===== config.mk =====
export PLATFORM = sky130hd
export DESIGN_NAME = servo_angle_scheduler
export DESIGN_NICKNAME = d
export VERILOG_FILES = /design/src/rtl/servo_angle_scheduler.sv
export SDC_FILE = /design/constraint.sdc
export NUM_CORES = 1
export LEC_CHECK = 0
export ABC_AREA = 0
export ABC_CLOCK_PERIOD_IN_PS = 6600
export BUFFER_PORTS_ARGS = -buffer_cell sky130_fd_sc_hd__buf_4
export CORE_MARGIN = 3
export CORE_UTILIZATION = 35
export DETAILED_ROUTE_END_ITERATION = 8
export GPL_TIMING_DRIVEN = 1
export HOLD_SLACK_MARGIN = 0.1
export MAX_ROUTING_LAYER = met4
export PLACE_DENSITY_LB_ADDON = 0.2
export SLEW_MARGIN = 20
export SYNTH_ARGS = -nofsm -noshare
export SYNTH_HDL_FRONTEND = slang
export SYNTH_SLANG_ARGS = --single-unit

===== constraint.sdc =====
create_clock -name clk -period 6.6 [get_ports clk]
set_clock_uncertainty 0.15 [all_clocks]
set_input_delay 0.33 -clock clk [delete_from_list [all_inputs] [get_ports clk]]
set_output_delay 0.33 -clock clk [all_outputs]
set_load 0.03 [all_outputs]

===== src/rtl/servo_angle_scheduler.sv =====
// Servo frame controller: slews each joint toward its target once per frame through a
// shared angle-to-cycles mapper and drives registered PWM pulses from one frame counter.
module servo_angle_scheduler #(
    parameter int N_JOINTS     = 4,
    parameter int FRAME_CYCLES = 1000000,
    parameter int STEP_DEG     = 2,
    parameter int MAX_DEG      = 180,
    parameter int RESET_CYCLES = 25000
) (
    input  logic                clk,
    input  logic                rst,
    input  logic                cmd_valid,
    output logic                cmd_ready,
    input  logic [2:0]          cmd_joint,
    input  logic [15:0]         cmd_angle,
    output logic                cmd_err,
    output logic [15:0]         map_angle,
    input  logic [24:0]         map_cycles,
    output logic [N_JOINTS-1:0] pwm,
    output logic                busy,
    output logic                frame_done
);

    localparam int                JW         = (N_JOINTS > 1) ? $clog2(N_JOINTS) : 1;
    localparam logic [24:0]       FRAME_LAST = 25'(FRAME_CYCLES - 1);
    localparam logic [24:0]       RESET_W    = 25'(RESET_CYCLES);
    localparam logic [15:0]       MAX_A      = 16'(MAX_DEG);
    localparam logic [15:0]       STEP_U     = 16'(STEP_DEG);
    localparam logic signed [16:0] STEP_S    = 17'(STEP_DEG);
    localparam logic [JW-1:0]     J_LAST     = JW'(N_JOINTS - 1);

    typedef enum logic [1:0] {S_IDLE, S_SLEW, S_LATCH, S_DONE} state_t;

    state_t              state_q, state_d;
    logic [JW-1:0]       j_q, j_d;
    logic [24:0]         cnt_q;
    logic [15:0]         cur_q    [N_JOINTS];
    logic [15:0]         target_q [N_JOINTS];
    logic [24:0]         shadow_q [N_JOINTS];
    logic [24:0]         active_q [N_JOINTS];
    logic [15:0]         map_angle_q;
    logic [N_JOINTS-1:0] pwm_q;
    logic                cmd_err_q;

    logic                cmd_fire_s;
    logic [15:0]         clamp_s;
    logic                bad_cmd_s;
    logic signed [16:0]  diff_s;
    logic [15:0]         cur_next_s;

    assign cmd_ready  = ~rst;
    assign cmd_fire_s = cmd_valid && cmd_ready;
    assign cmd_err    = cmd_err_q;
    assign map_angle  = map_angle_q;
    assign pwm        = pwm_q;
    assign busy       = (state_q != S_IDLE);
    assign frame_done = (state_q == S_DONE);

    // Frame counter
    always_ff @(posedge clk) begin
        if (rst) begin
            cnt_q <= 25'd0;
        end else if (cnt_q == FRAME_LAST) begin
            cnt_q <= 25'd0;
        end else begin
            cnt_q <= cnt_q + 25'd1;
        end
    end

    // Sequencer state register
    always_ff @(posedge clk) begin
        if (rst) begin
            state_q <= S_IDLE;
            j_q     <= '0;
        end else begin
            state_q <= state_d;
            j_q     <= j_d;
        end
    end

    // Sequencer next state
    always_comb begin
        state_d = state_q;
        j_d     = j_q;
        case (state_q)
            S_IDLE: begin
                if (cnt_q == 25'd0) state_d = S_SLEW;
                else                state_d = S_IDLE;
            end
            S_SLEW:  state_d = S_LATCH;
            S_LATCH: begin
                if (j_q == J_LAST) begin
                    state_d = S_DONE;
                    j_d     = '0;
                end else begin
                    state_d = S_SLEW;
                    j_d     = j_q + JW'(1);
                end
            end
            S_DONE:  state_d = S_IDLE;
            default: state_d = S_IDLE;
        endcase
    end

    // Bounded slew step; 17-bit signed difference cannot wrap
    always_comb begin
        diff_s = $signed({1'b0, target_q[j_q]}) - $signed({1'b0, cur_q[j_q]});
        if (diff_s > STEP_S) begin
            cur_next_s = cur_q[j_q] + STEP_U;
        end else if (diff_s < -STEP_S) begin
            cur_next_s = cur_q[j_q] - STEP_U;
        end else begin
            cur_next_s = target_q[j_q];
        end
    end

    // Command checks
    always_comb begin
        if (cmd_angle > MAX_A) clamp_s = MAX_A;
        else                   clamp_s = cmd_angle;
        bad_cmd_s = (cmd_angle > MAX_A) || (int'(cmd_joint) >= N_JOINTS);
    end

    // Target table and error pulse
    always_ff @(posedge clk) begin
        if (rst) begin
            for (int k = 0; k < N_JOINTS; k++) target_q[k] <= 16'd0;
            cmd_err_q <= 1'b0;
        end else begin
            for (int k = 0; k < N_JOINTS; k++) begin
                if (cmd_fire_s && (int'(cmd_joint) == k)) target_q[k] <= clamp_s;
            end
            cmd_err_q <= cmd_fire_s && bad_cmd_s;
        end
    end

    // Current angles, mapper input and shadow widths
    always_ff @(posedge clk) begin
        if (rst) begin
            for (int k = 0; k < N_JOINTS; k++) begin
                cur_q[k]    <= 16'd0;
                shadow_q[k] <= RESET_W;
            end
            map_angle_q <= 16'd0;
        end else begin
            if (state_q == S_SLEW) begin
                cur_q[j_q]  <= cur_next_s;
                map_angle_q <= cur_next_s;
            end
            if (state_q == S_LATCH) shadow_q[j_q] <= map_cycles;
        end
    end

    // Atomic shadow-to-active load at frame end, and pulse generation
    always_ff @(posedge clk) begin
        if (rst) begin
            for (int k = 0; k < N_JOINTS; k++) active_q[k] <= RESET_W;
            pwm_q <= '0;
        end else begin
            if (cnt_q == FRAME_LAST) begin
                for (int k = 0; k < N_JOINTS; k++) active_q[k] <= shadow_q[k];
            end
            for (int k = 0; k < N_JOINTS; k++) pwm_q[k] <= (cnt_q < active_q[k]);
        end
    end

endmodule


==> results of run 1 <==
-- sequential cells by signal (all words and copies together) (netlist names), named ones only --
register and cells:
active_q 100, shadow_q 100, cur_q 64, target_q 64
cnt_q 25, map_angle 16, pwm 4, j_q 2
state_q 2, cmd_err 1
-- synthesized netlist by cell type (25+ instances only) --
library cell  instances  area, um^2
edfxtp_1            328        9849
and2_1              144       900.9
nor2_1              140       525.5
inv_1               133       499.2
ha_1                117        1464
nand2_1              69       259.0
nand2b_1             56       350.3
dfxtp_1              52        1041
clkbuf_1             50       187.7
a21oi_1              45       225.2
a21o_1               39       292.8
o21ai_0              37       185.2
mux4_2               32       720.7
and3_1               31       193.9
nand3_1              30       150.1
xnor2_1              25       219.0
-- power groups by stage --
stage               clock (W)  sequential (W)  combinational, W
floorplan                   0         0.00285          0.000564
global route          0.00253         0.00281          0.000967
finish                0.00236         0.00279          0.000881
detailed placement          0         0.00285          0.000861
global placement            0         0.00284          0.000859
CTS                   0.00242         0.00280          0.000885
-- metal layers --
layer  vias up  GRT usage  share of wire
li1       5958          -              -
met1      5999     0.2186           0.44
met2       214     0.3012           0.50
met3        76    0.02323          0.033
met4         0    0.05021          0.025
met5         -          -              0
-- per-stage QoR --
step	worst slack [ps]	total power [W]	std cells	hold slack, ps	area, um^2
final	981.8	0.006031	2448	209.4	22180
after CTS	967.0	0.006105	2448	157.1	22180
after detailed placement	981.9	0.003706	2324	293.3	20350
after floorplan	990.7	0.003412	1599	300.7	18970
after global placement	938.0	0.003701	2324	290.9	20350
after global routing	602.6	0.006298	2448	240.4	22180
-- cell type report --
class | count | area, um^2 | area share
clock inverters | 14 | 107.6 | 0.004852
clock buffers | 68 | 1292 | 0.05829
inverters | 133 | 499.2 | 0.02251
multi-input cells | 1029 | 7397 | 0.3336
repair buffers | 136 | 1126 | 0.05078
well taps | 688 | 860.8 | 0.03882
flip-flops and latches | 380 | 10890 | 0.4912
-- critical path: stages (launching register included) --
cell and delay (ps):
dfxtp_2 740, buf_4 330, mux4_2 570, ha_1 390, a21o_1 260, a31oi_1 320
a21oi_1 200, or3_1 450, a2111oi_2 470, o2111ai_1 300, and2_1 410, o21a_1 200
a211oi_2 460, nor2_1 90
-- path summary, 6_finish.rpt --
check	cells past startpoint	from	slack, ps	end
worst max-delay path	13	flop	980	cur_q[1][7]$_SDFFCE_PN0P_
worst min-delay path	5	cmd_angle[10]	210	target_q[3][5]$_SDFFCE_PN0P_
worst max register to register	13	flop	980	cur_q[1][7]$_SDFFCE_PN0P_
worst min register to register	2	map_angle[3]$_SDFFE_PP0N_	300	map_angle[3]$_SDFFE_PP0N_
-- what timing repair did --
| item | 4_1_cts | 5_1_grt |
|---|---|---|
| hold endpoints to repair | 140 | 0 |
| setup endpoints to repair | 0 | 0 |
| hold buffers | 42 | 0 |
-- cells by family after synthesis --
group / share of synthesized area
xor gates and xnor gates: 0.01765
buffers and inverters: 0.03849
other: 0.0001989
AOI/OAI and AO/OA: 0.08368
DFF: 0.5776
adders and majority gates: 0.07870
muxes: 0.03982
and+or+nand+nor: 0.1638
==> summary.md, run 1 <==
| Metric | Value |
|---|---|
| Final ANT Viol Nets | 0 |
| Worst setup EP type | flop |
| Min Clock Period, post-route | about 5600 ps |
| Worst skew pair latency | between 500 and 600 ps |
| DIE AREA | 0.05669 mm^2 |
| Largest net degree at the start of global routing | 75 |
| Ys async rst share | 0 |
| Syn Inst Count | ~1.6k |
| Initial Util | 0.3559 |
| Synth warn | 0 |
| Status | complete, no violations |
| Proportion of layout cells with a drive suffix above 1 | 0.1261 |
| Final TNS setup | 0 ps |
| Peak supply drop | 0.0001968 V |
| Number of global-route vias before repair | 12.47k |
| Worst Path Arrival | between 5000 and 6000 ps |
| Vias/cell | roughly 5 |
| Total GRT Usage | 0.1756 |
| Tcrit/Tclk final | 0.8512 |
| Synth Register Bits | 380 |
| PostCTS Resize Cnt | 0 |
| First-pass GRT wire length | about 74000 um |
| Max Root-Sink Buffers | 3 |
| Fmax | ~180 MHz |
| Most frequent cells in the layout | 328 x edfxtp_1, 144 x and2_1, 140 x nor2_1, 133 x inv_1, 117 x ha_1 |
| Final hold vios | 0 |
| PwrDens | roughly 270 mW/mm^2 |
| Clock Sinks | 380 |
| Commonest non-fill, non-tap cell in the layout | edfxtp_1 |
| DRC | 0 |
| RSZ-0062 raised after global routing | false |
| Routed WL | ~48000 um |
| CTS buffer count | 44 |
| Synthesized area per cell | roughly 12 um^2 |
| Grt total ovfl | 0 |
| H-tree levels | 2 |
| # port buffers | 70 |
| EDFF count, synth | approximately 330 |
| Initial drt markers | around 720 |
| CP Max Fanout | 16 |
| NumNets Final | 1889 |
| Ports | 71 |
| Core area | ~0.053 mm^2 |
| Hold WC Path Type | in -> reg |
| Area grow syn2layout | 17.61% |
| Register area share after synthesis | 0.5776 |
| Initial antenna violation count | 2 |
| Pre-Repair DR Iteration Count | 5 |
| Synthesized area | 0.01885 mm^2 |
| Main synth FF type | edfxtp_1 |
| Die Wd | between 200 and 250 um |
| Worst rel slew slack | 0.3637 |
| Fillers | slightly below 5k |
| Post-synth cell types | between 70 and 80 |
| Final Util | 0.4186 |
| Post-CTS Setup Bufs | 0 |
| Cell Int Power | ~0.0044 W |
| CTS tree | done |
| Via count | 12.25k |
| Die Height | between 200 and 250 um |
| Max cap viols | 0 |
| Clk pwr share | 0.391 |
| Sw frac | 0.2678 |
| Rows | 84 |
| Comb power frac | 0.146 |
| Max Transition Viols Final | 0 |
| CP Data Required Time | 6760 ps |
| Final setup viols | 0 |
| CP startpoint kind | flop |
| Clk slew on worst S/H paths | 60 ps |
| Reg power frac | 0.463 |
| Psw | between 0.0015 and 0.002 W |
| Hpwl dp | ~32000 um |
| Placer congestion estimate | approximately 0.89 |
| P_leak | slightly below 9 nW |
| Antenna cell count | 0 |
| CTS Root Cell | clkbuf_16 |
| Actual slew at the worst max-slew pin | approximately 950 ps |
| Setup CP Type | reg -> reg |
| Drt wl/cell | slightly below 20 um |
Note: power is estimated with default switching activity, not from simulation.
==> run 2, diff against run 1 <==
--- a/config.mk
+++ b/config.mk
@@ -7,7 +7,7 @@
 export LEC_CHECK = 0
 export ABC_AREA = 0
 export ABC_CLOCK_PERIOD_IN_PS = 6600
-export BUFFER_PORTS_ARGS = -buffer_cell sky130_fd_sc_hd__buf_4
+export BUFFER_PORTS_ARGS = -buffer_cell sky130_fd_sc_hd__buf_2
 export CORE_MARGIN = 3
 export CORE_UTILIZATION = 35
 export DETAILED_ROUTE_END_ITERATION = 8
==> run 2 against run 1 <==
Compared with the run above: first-iteration DRC count is 12% higher; register-to-register slack improved by 200 ps; maximum frequency rose by 3.7%; via count shrank 0.48%; utilization down 0.26 points; highest routed layer unchanged; non-clock buffer count fell by 7; cell area fell by 0.63%; routed wire length is 1.2% lower; hold slack worse by 78 ps; sequential share of layout area grew 0.31 points; clock power is 7% higher; global-route usage fell by 0.17 points.
==> summary.md, run 2 (same netlist as run 1, synthesis figures left out) <==
| Metric | Value |
|---|---|
| Status | complete, no violations |
| CTS tree | done |
| PostCTS Resize Cnt | 0 (unchanged) |
| Buffers and inverters on the worst path | 2 (+1) |
| Max Root-Sink Buffers | 3 (unchanged) |
| Die Height | 238.1 um (unchanged) |
| Max cap viols | 0 (unchanged) |
| Proportion of layout cells with a drive suffix above 1 | 0.1278 (+0.001645) |
| # port buffers | 70 (unchanged) |
| CP startpoint kind | flop |
| Delay of the slowest cell on the worst path | 690 ps (-50 ps) |
| Clk slew on worst S/H paths | 60 ps (about the same) |
| Final TNS setup | 0 ps (unchanged) |
| H-tree levels | 2 (unchanged) |
| RSZ-0062 raised after global routing | false |
| CP Max Fanout | 15 (-1) |
| Fillers | 4991 (+0.50%) |
| Via count | 12.19k (-0.48%) |
| Most used cell along the critical path | a211oi_1 |
| Crit-path slowest cell | dfxtp_2 |
| Peak supply drop | 0.0001643 V (-17%) |
| Pre-Repair DR Iteration Count | 5 (unchanged) |
| Hold WC Path Type | in -> reg |
| WHS Endpoint | target_q[2][7]$_SDFFCE_PN0P_ |
| Area grow syn2layout | 16.87% |
| Initial drt markers | 811 (+12%) |
| CP Cell Sequence | buf_4 -> mux4_2 -> inv_1 -> ha_1 -> a211oi_1 -> o21bai_1 -> and2_1 -> or3_1 -> a2111oi_2 -> o2111ai_1 -> nand2_1 -> a21oi_1 -> a211oi_1 -> nor2_1 |
| Worst hold stages | 5 (unchanged) |
| Vias/cell | 4.991 (-0.24%) |
| Final setup viols | 0 (unchanged) |
| First-pass GRT wire length | 73460 um (-0.76%) |
| Placer congestion estimate | 0.9028 (+1.9%) |
| Top Registers | active_q x100, shadow_q x100 |
| Min Clock Period, post-route | 5418 ps (-200.2 ps) |
| PwrDens | 280.0 mW/mm^2 (+2.9%) |
| Grt total ovfl | 0 (unchanged) |
| Drt wl/cell | 19.34 um (-0.98%) |
| Multi-input logic area | 0.007397 mm^2 (unchanged) |
| Fmax | 184.6 MHz (+3.7%) |
| DIE AREA | 0.05669 mm^2 (unchanged) |
| Initial antenna violation count | 0 (-2) |
| Worst rel slew slack | 0.4150 (+0.05126) |
| Ports | 71 (unchanged) |
| Worst setup EP type | flop |
| R2R Path End | cur_q[1][11]$_SDFFCE_PN0P_ |
| Number of global-route vias before repair | 12.53k (+0.50%) |
| Reg2reg setup slack | 1180 ps (+200 ps) |
| Clock Sinks | 380 (unchanged) |
| DRC | 0 (unchanged) |
| Rows | 84 (unchanged) |
| P_leak | 8.877 nW (-0.37%) |
| CP Data Required Time | 6740 ps (-20 ps) |
| Most frequent cells in the layout | 328 x edfxtp_1, 144 x and2_1, 140 x nor2_1, 133 x inv_1, 117 x ha_1 |
| Final Util | 0.4160 (-0.002645) |
| Actual slew at the worst max-slew pin | 877.5 ps (-74.58 ps) |
| Min-delay src | cmd_angle[9] |
| CTS Root Cell | clkbuf_16 |
| Worst skew pair latency | 570 ps (about the same) |
| Routed WL | 47230 um (-1.2%) |
| Worst Path Arrival | 5560 ps (-220 ps) |
| Initial Util | 0.3559 (unchanged) |
| Setup CP Type | reg -> reg |
| Final ANT Viol Nets | 0 (unchanged) |
| Largest net degree at the start of global routing | 68 (-9.3%) |
| Commonest non-fill, non-tap cell in the layout | edfxtp_1 |
| Register Area | 0.01089 mm^2 (unchanged) |
| R2r worst-path depth | 14 (+1) |
| Tcrit/Tclk final | 0.8209 (-0.03034) |
| Total GRT Usage | 0.1738 (-0.001744) |
| Final hold vios | 0 (unchanged) |
| Hpwl dp | 32070 um (+0.22%) |
| CTS buffer count | 44 (unchanged) |
| Core area | 0.05297 mm^2 (unchanged) |
| NumNets Final | 1882 (-0.37%) |
| Max Transition Viols Final | 0 (unchanged) |
| CP top delay family | compound AO/OA/AOI/OAI gates |
| Die Wd | 238.1 um (unchanged) |
## run 2: cell types whose count changed in the layout (fill, tap and decap cells not counted)
cell,before,now
clkinv_2,5,6
buf_4,94,23
buf_2,0,70
clkbuf_16,45,47
clkinvlp_4,3,2
clkinv_8,0,1
clkinv_1,3,2
bufinv_16,0,4
clkbuf_8,8,5
inv_16,2,0
dlygate4sd3_1,42,36
clkbuf_1,15,13
clkinv_4,0,1
diode_2,0,1
## run 2: what timing repair did
item / 4_1_cts / 5_1_grt
endpoints found under the hold margin: 133 / 0
setup buffers: 0 / 0
hold buffers: 36 / 0
## run 2: layer usage
metal | share of wire | vias to the layer above | track usage
met4 | 0.029 | 0 | 0.04929
met2 | 0.49 | 237 | 0.2924
met3 | 0.039 | 92 | 0.02913
li1 | - | 5929 | -
met5 | 0 | - | -
met1 | 0.44 | 5930 | 0.2177
## run 2: worst max-delay path by stage
stage | to | cells past startpoint
after floorplan | cur_q[0][1]$_SDFFCE_PN0P_ | 16
after global placement | cur_q[1][11]$_SDFFCE_PN0P_ | 14
after detailed placement | cur_q[1][11]$_SDFFCE_PN0P_ | 14
after CTS | cur_q[1][11]$_SDFFCE_PN0P_ | 14
after global routing | cur_q[1][11]$_SDFFCE_PN0P_ | 14
final | cur_q[1][11]$_SDFFCE_PN0P_ | 14
## run 2: per-stage QoR
step | total power (W) | hold WS [ps] | area, um^2 | worst slack [ps] | cells
after CTS | 0.006232 | 101.8 | 22030 | 1007 | 2441
after detailed placement | 0.003683 | 292.0 | 20170 | 1024 | 2323
after global placement | 0.003682 | 288.1 | 20170 | 1126 | 2323
final | 0.006169 | 131.3 | 22030 | 1182 | 2442
after floorplan | 0.003412 | 300.7 | 18970 | 990.7 | 1599
after global routing | 0.006431 | 139.9 | 22030 | 633.6 | 2441
## run 2: final cells by class
class                   count  area share
inverters                 133     0.02266
clock inverters            17    0.009369
clock buffers              65     0.05871
flip-flops and latches    380      0.4943
multi-input cells        1029      0.3357
well taps                 688     0.03907
diodes                      1   0.0001136
repair buffers            129     0.04009
## run 2: where the power goes
part	total (W)	switching [W]	internal (W)
logic	0.000856	0.000562	0.000294
registers	0.00279	0.0000493	0.00274
clock network	0.00252	0.00100	0.00152
## run 2: worst reg2reg max path, cell delays in order (launching register included)
cell and delay, ps:
dfxtp_2 690, buf_4 280, mux4_2 590, inv_1 180, ha_1 350, a211oi_1 290, o21bai_1 150, and2_1 220
or3_1 440, a2111oi_2 450, o2111ai_1 270, nand2_1 290, a21oi_1 80, a211oi_1 590, nor2_1 110
==> run 3, diff against run 2 <==
--- a/config.mk
+++ b/config.mk
@@ -6,7 +6,7 @@
 export NUM_CORES = 1
 export LEC_CHECK = 0
 export ABC_AREA = 0
-export ABC_CLOCK_PERIOD_IN_PS = 6600
+export ABC_CLOCK_PERIOD_IN_PS = 5280
 export BUFFER_PORTS_ARGS = -buffer_cell sky130_fd_sc_hd__buf_2
 export CORE_MARGIN = 3
 export CORE_UTILIZATION = 35
==> constraint.sdc (replaced) <==
create_clock -name clk -period 5.28 [get_ports clk]
set_clock_uncertainty 0.15 [all_clocks]
set_input_delay 0.264 -clock clk [delete_from_list [all_inputs] [get_ports clk]]
set_output_delay 0.264 -clock clk [all_outputs]
set_load 0.03 [all_outputs]
==> run 3 against run 2 <==
Compared with the run above: setup slack lost 980 ps; critical path depth is the same; via count increased by 0.21%; cell count is 0.37% higher; global-route usage decreased by 0.18 points; utilization is 0.11 points higher; die area unchanged; non-clock buffer count is 15 higher; register-to-register slack worse by 980 ps; critical endpoint is now cur_q[3][4]$_DFFE_PP_.
==> summary.md, run 3 (same netlist as run 1, synthesis figures left out) <==
| Metric | Value |
|---|---|
| Status | complete, no violations |
| First-pass GRT wire length | 72810 um (-0.89%) |
| R2R Path End | cur_q[3][4]$_DFFE_PP_ |
| H-tree levels | 2 (unchanged) |
| PwrDens | 341.8 mW/mm^2 (+22%) |
| Via count | 12.21k (+0.21%) |
| Proportion of layout cells with a drive suffix above 1 | 0.1327 (+0.004947) |
| Hpwl dp | 31980 um (-0.28%) |
| Die Height | 238.1 um (unchanged) |
| Post-CTS Setup Bufs | 0 (unchanged) |
| Placed cell count | 2337 (+0.60%) |
| Hold WC Path Type | in -> reg |
| Placer congestion estimate | 0.8456 (-6.3%) |
| DIE AREA | 0.05669 mm^2 (unchanged) |
| CTS buffer count | 43 (-2.3%) |
| Area grow syn2layout | 17.18% |
| CTS Root Cell | clkbuf_16 |
| Commonest non-fill, non-tap cell in the layout | edfxtp_1 |
| R2r worst-path depth | 14 (unchanged) |
| Tcrit/Tclk final | 0.9610 (+0.1401) |
| Max Transition Viols Final | 0 (unchanged) |
| CP Capture Point | cur_q[3][4]$_DFFE_PP_ |
| NumNets Final | 1896 (+0.74%) |
| CP Max Fanout | 12 (-3) |
| Worst setup EP type | flop |
| Initial Util | 0.3559 (unchanged) |
| Non-filler cells, final | 2451 (+0.37%) |
| Max Root-Sink Buffers | 3 (unchanged) |
| Final ANT Viol Nets | 0 (unchanged) |
| Fmax | 197.1 MHz (+6.8%) |
| RSZ-0062 raised after global routing | false |
| Antenna cell count | 0 (-1) |
| Vias/cell | 4.983 (-0.16%) |
| Number of global-route vias before repair | 12.49k (-0.36%) |
| Final TNS setup | 0 ps (unchanged) |
| Worst skew pair latency | 580 ps (about the same) |
| # port buffers | 70 (unchanged) |
| Routed WL | 46830 um (-0.85%) |
| Initial antenna violation count | 0 (unchanged) |
| CTS tree | done |
| P_leak | 8.910 nW (+0.36%) |
| Grt total ovfl | 0 (unchanged) |
| Fillers | 5088 (+1.9%) |
| Total GRT Usage | 0.1720 (-0.001825) |
| Clk slew on worst S/H paths | 70 ps (about the same) |
| Largest net degree at the start of global routing | 67 (-1.5%) |
| Core area | 0.05297 mm^2 (unchanged) |
| Clock Sinks | 380 (unchanged) |
| Top Registers | active_q x100, shadow_q x100 |
| CP Data Required Time | 5450 ps (-1290 ps) |
| Worst rel slew slack | 0.3441 (-0.07092) |
| Worst Path Arrival | 5250 ps (-310 ps) |
| Drt wl/cell | 19.11 um (-1.2%) |
| Setup CP Type | reg -> reg |
| Max cap viols | 0 (unchanged) |
| Die Wd | 238.1 um (unchanged) |
| Final setup viols | 0 (unchanged) |
| Min Clock Period, post-route | 5074 ps (-343.9 ps) |
| Ports | 71 (unchanged) |
| Post-route cell area | 0.02209 mm^2 (+0.27%) |
| Most frequent cells in the layout | 328 x edfxtp_1, 143 x and2_1, 140 x nor2_1, 133 x inv_1, 117 x ha_1 |
| CP startpoint kind | flop |
| Cell Area, Placed | 0.02032 mm^2 (+0.77%) |
| Pre-Repair DR Iteration Count | 5 (unchanged) |
| Initial drt markers | 660 (-19%) |
| Actual slew at the worst max-slew pin | 981.5 ps (+104.0 ps) |
| DRC | 0 (unchanged) |
| Final hold vios | 0 (unchanged) |
| Reg2reg setup slack | 210 ps (-980 ps) |
| Peak supply drop | 0.0002038 V (+24%) |
| Rows | 84 (unchanged) |
[run 3: stage by stage]
stage | setup WS, ps | power [W] | utilization | hold WS (ps)
after global routing | 35.95 | 0.007880 | 0.4171 | 145.3
after CTS | 205.9 | 0.007646 | 0.4171 | 105.6
after detailed placement | 240.7 | 0.004637 | 0.3837 | 288.7
after floorplan | 1.408 | 0.004265 | - | 234.7
after global placement | 355.8 | 0.004631 | 0.3837 | 284.6
final | 205.9 | 0.007552 | 0.4171 | 128.7
[run 3: worst min path at each step]
stage,start,to,cells after the start
global placement,map_angle[6]$_SDFFE_PP0N_,map_angle[6]$_SDFFE_PP0N_,2
CTS,rst,j_q[1]$_SDFFE_PP0P_,2
detailed placement,map_angle[6]$_SDFFE_PP0N_,map_angle[6]$_SDFFE_PP0N_,2
global route,rst,j_q[1]$_SDFFE_PP0P_,2
floorplan,cmd_joint[2],cmd_err$_SDFF_PP0_,2
finish,rst,j_q[1]$_SDFFE_PP0P_,2
[run 3: power by group]
| group | leakage (nW) | internal [W] | switching, W |
|---|---|---|---|
| logic | 4.65 | 0.000399 | 0.000702 |
| registers | 3.58 | 0.00343 | 0.0000552 |
| clock network | 0.674 | 0.00173 | 0.00124 |
[run 3: cell type report]
type	count	area, um^2	area share
flip-flops and latches	380	10890	0.4930
multi-input cells	1029	7395	0.3347
repair buffers	144	1049	0.04746
inverters	133	499.2	0.02260
well taps	688	860.8	0.03896
clock inverters	20	220.2	0.009967
clock buffers	57	1179	0.05335
[run 3: repair_timing]
item	4_1_cts	5_1_grt
setup endpoints to repair	0	4
hold buffers	37	0
resized for setup	0	1
endpoints found under the hold margin	133	0
[run 3: layer usage]
metal,GRT usage,routed length [um],part of all wire,vias to the layer above
li1,-,-,-,5962
met1,0.2141,20430,0.44,5925
met2,0.2914,23230,0.50,238
met3,0.02231,1725,0.037,88
met4,0.05772,1442,0.031,0
met5,-,0,0,-
[run 3: critical path: stages (launching register included)]
cell and delay, ps:
dfxtp_2 410, buf_12 180, mux4_2 590, inv_1 160, ha_1 320, a21o_1 270, a31oi_1 280, a21oi_1 200
or3_1 450, a2111oi_2 460, o2111ai_1 270, and2_2 370, a22oi_1 350, a31oi_1 160, and2_1 190
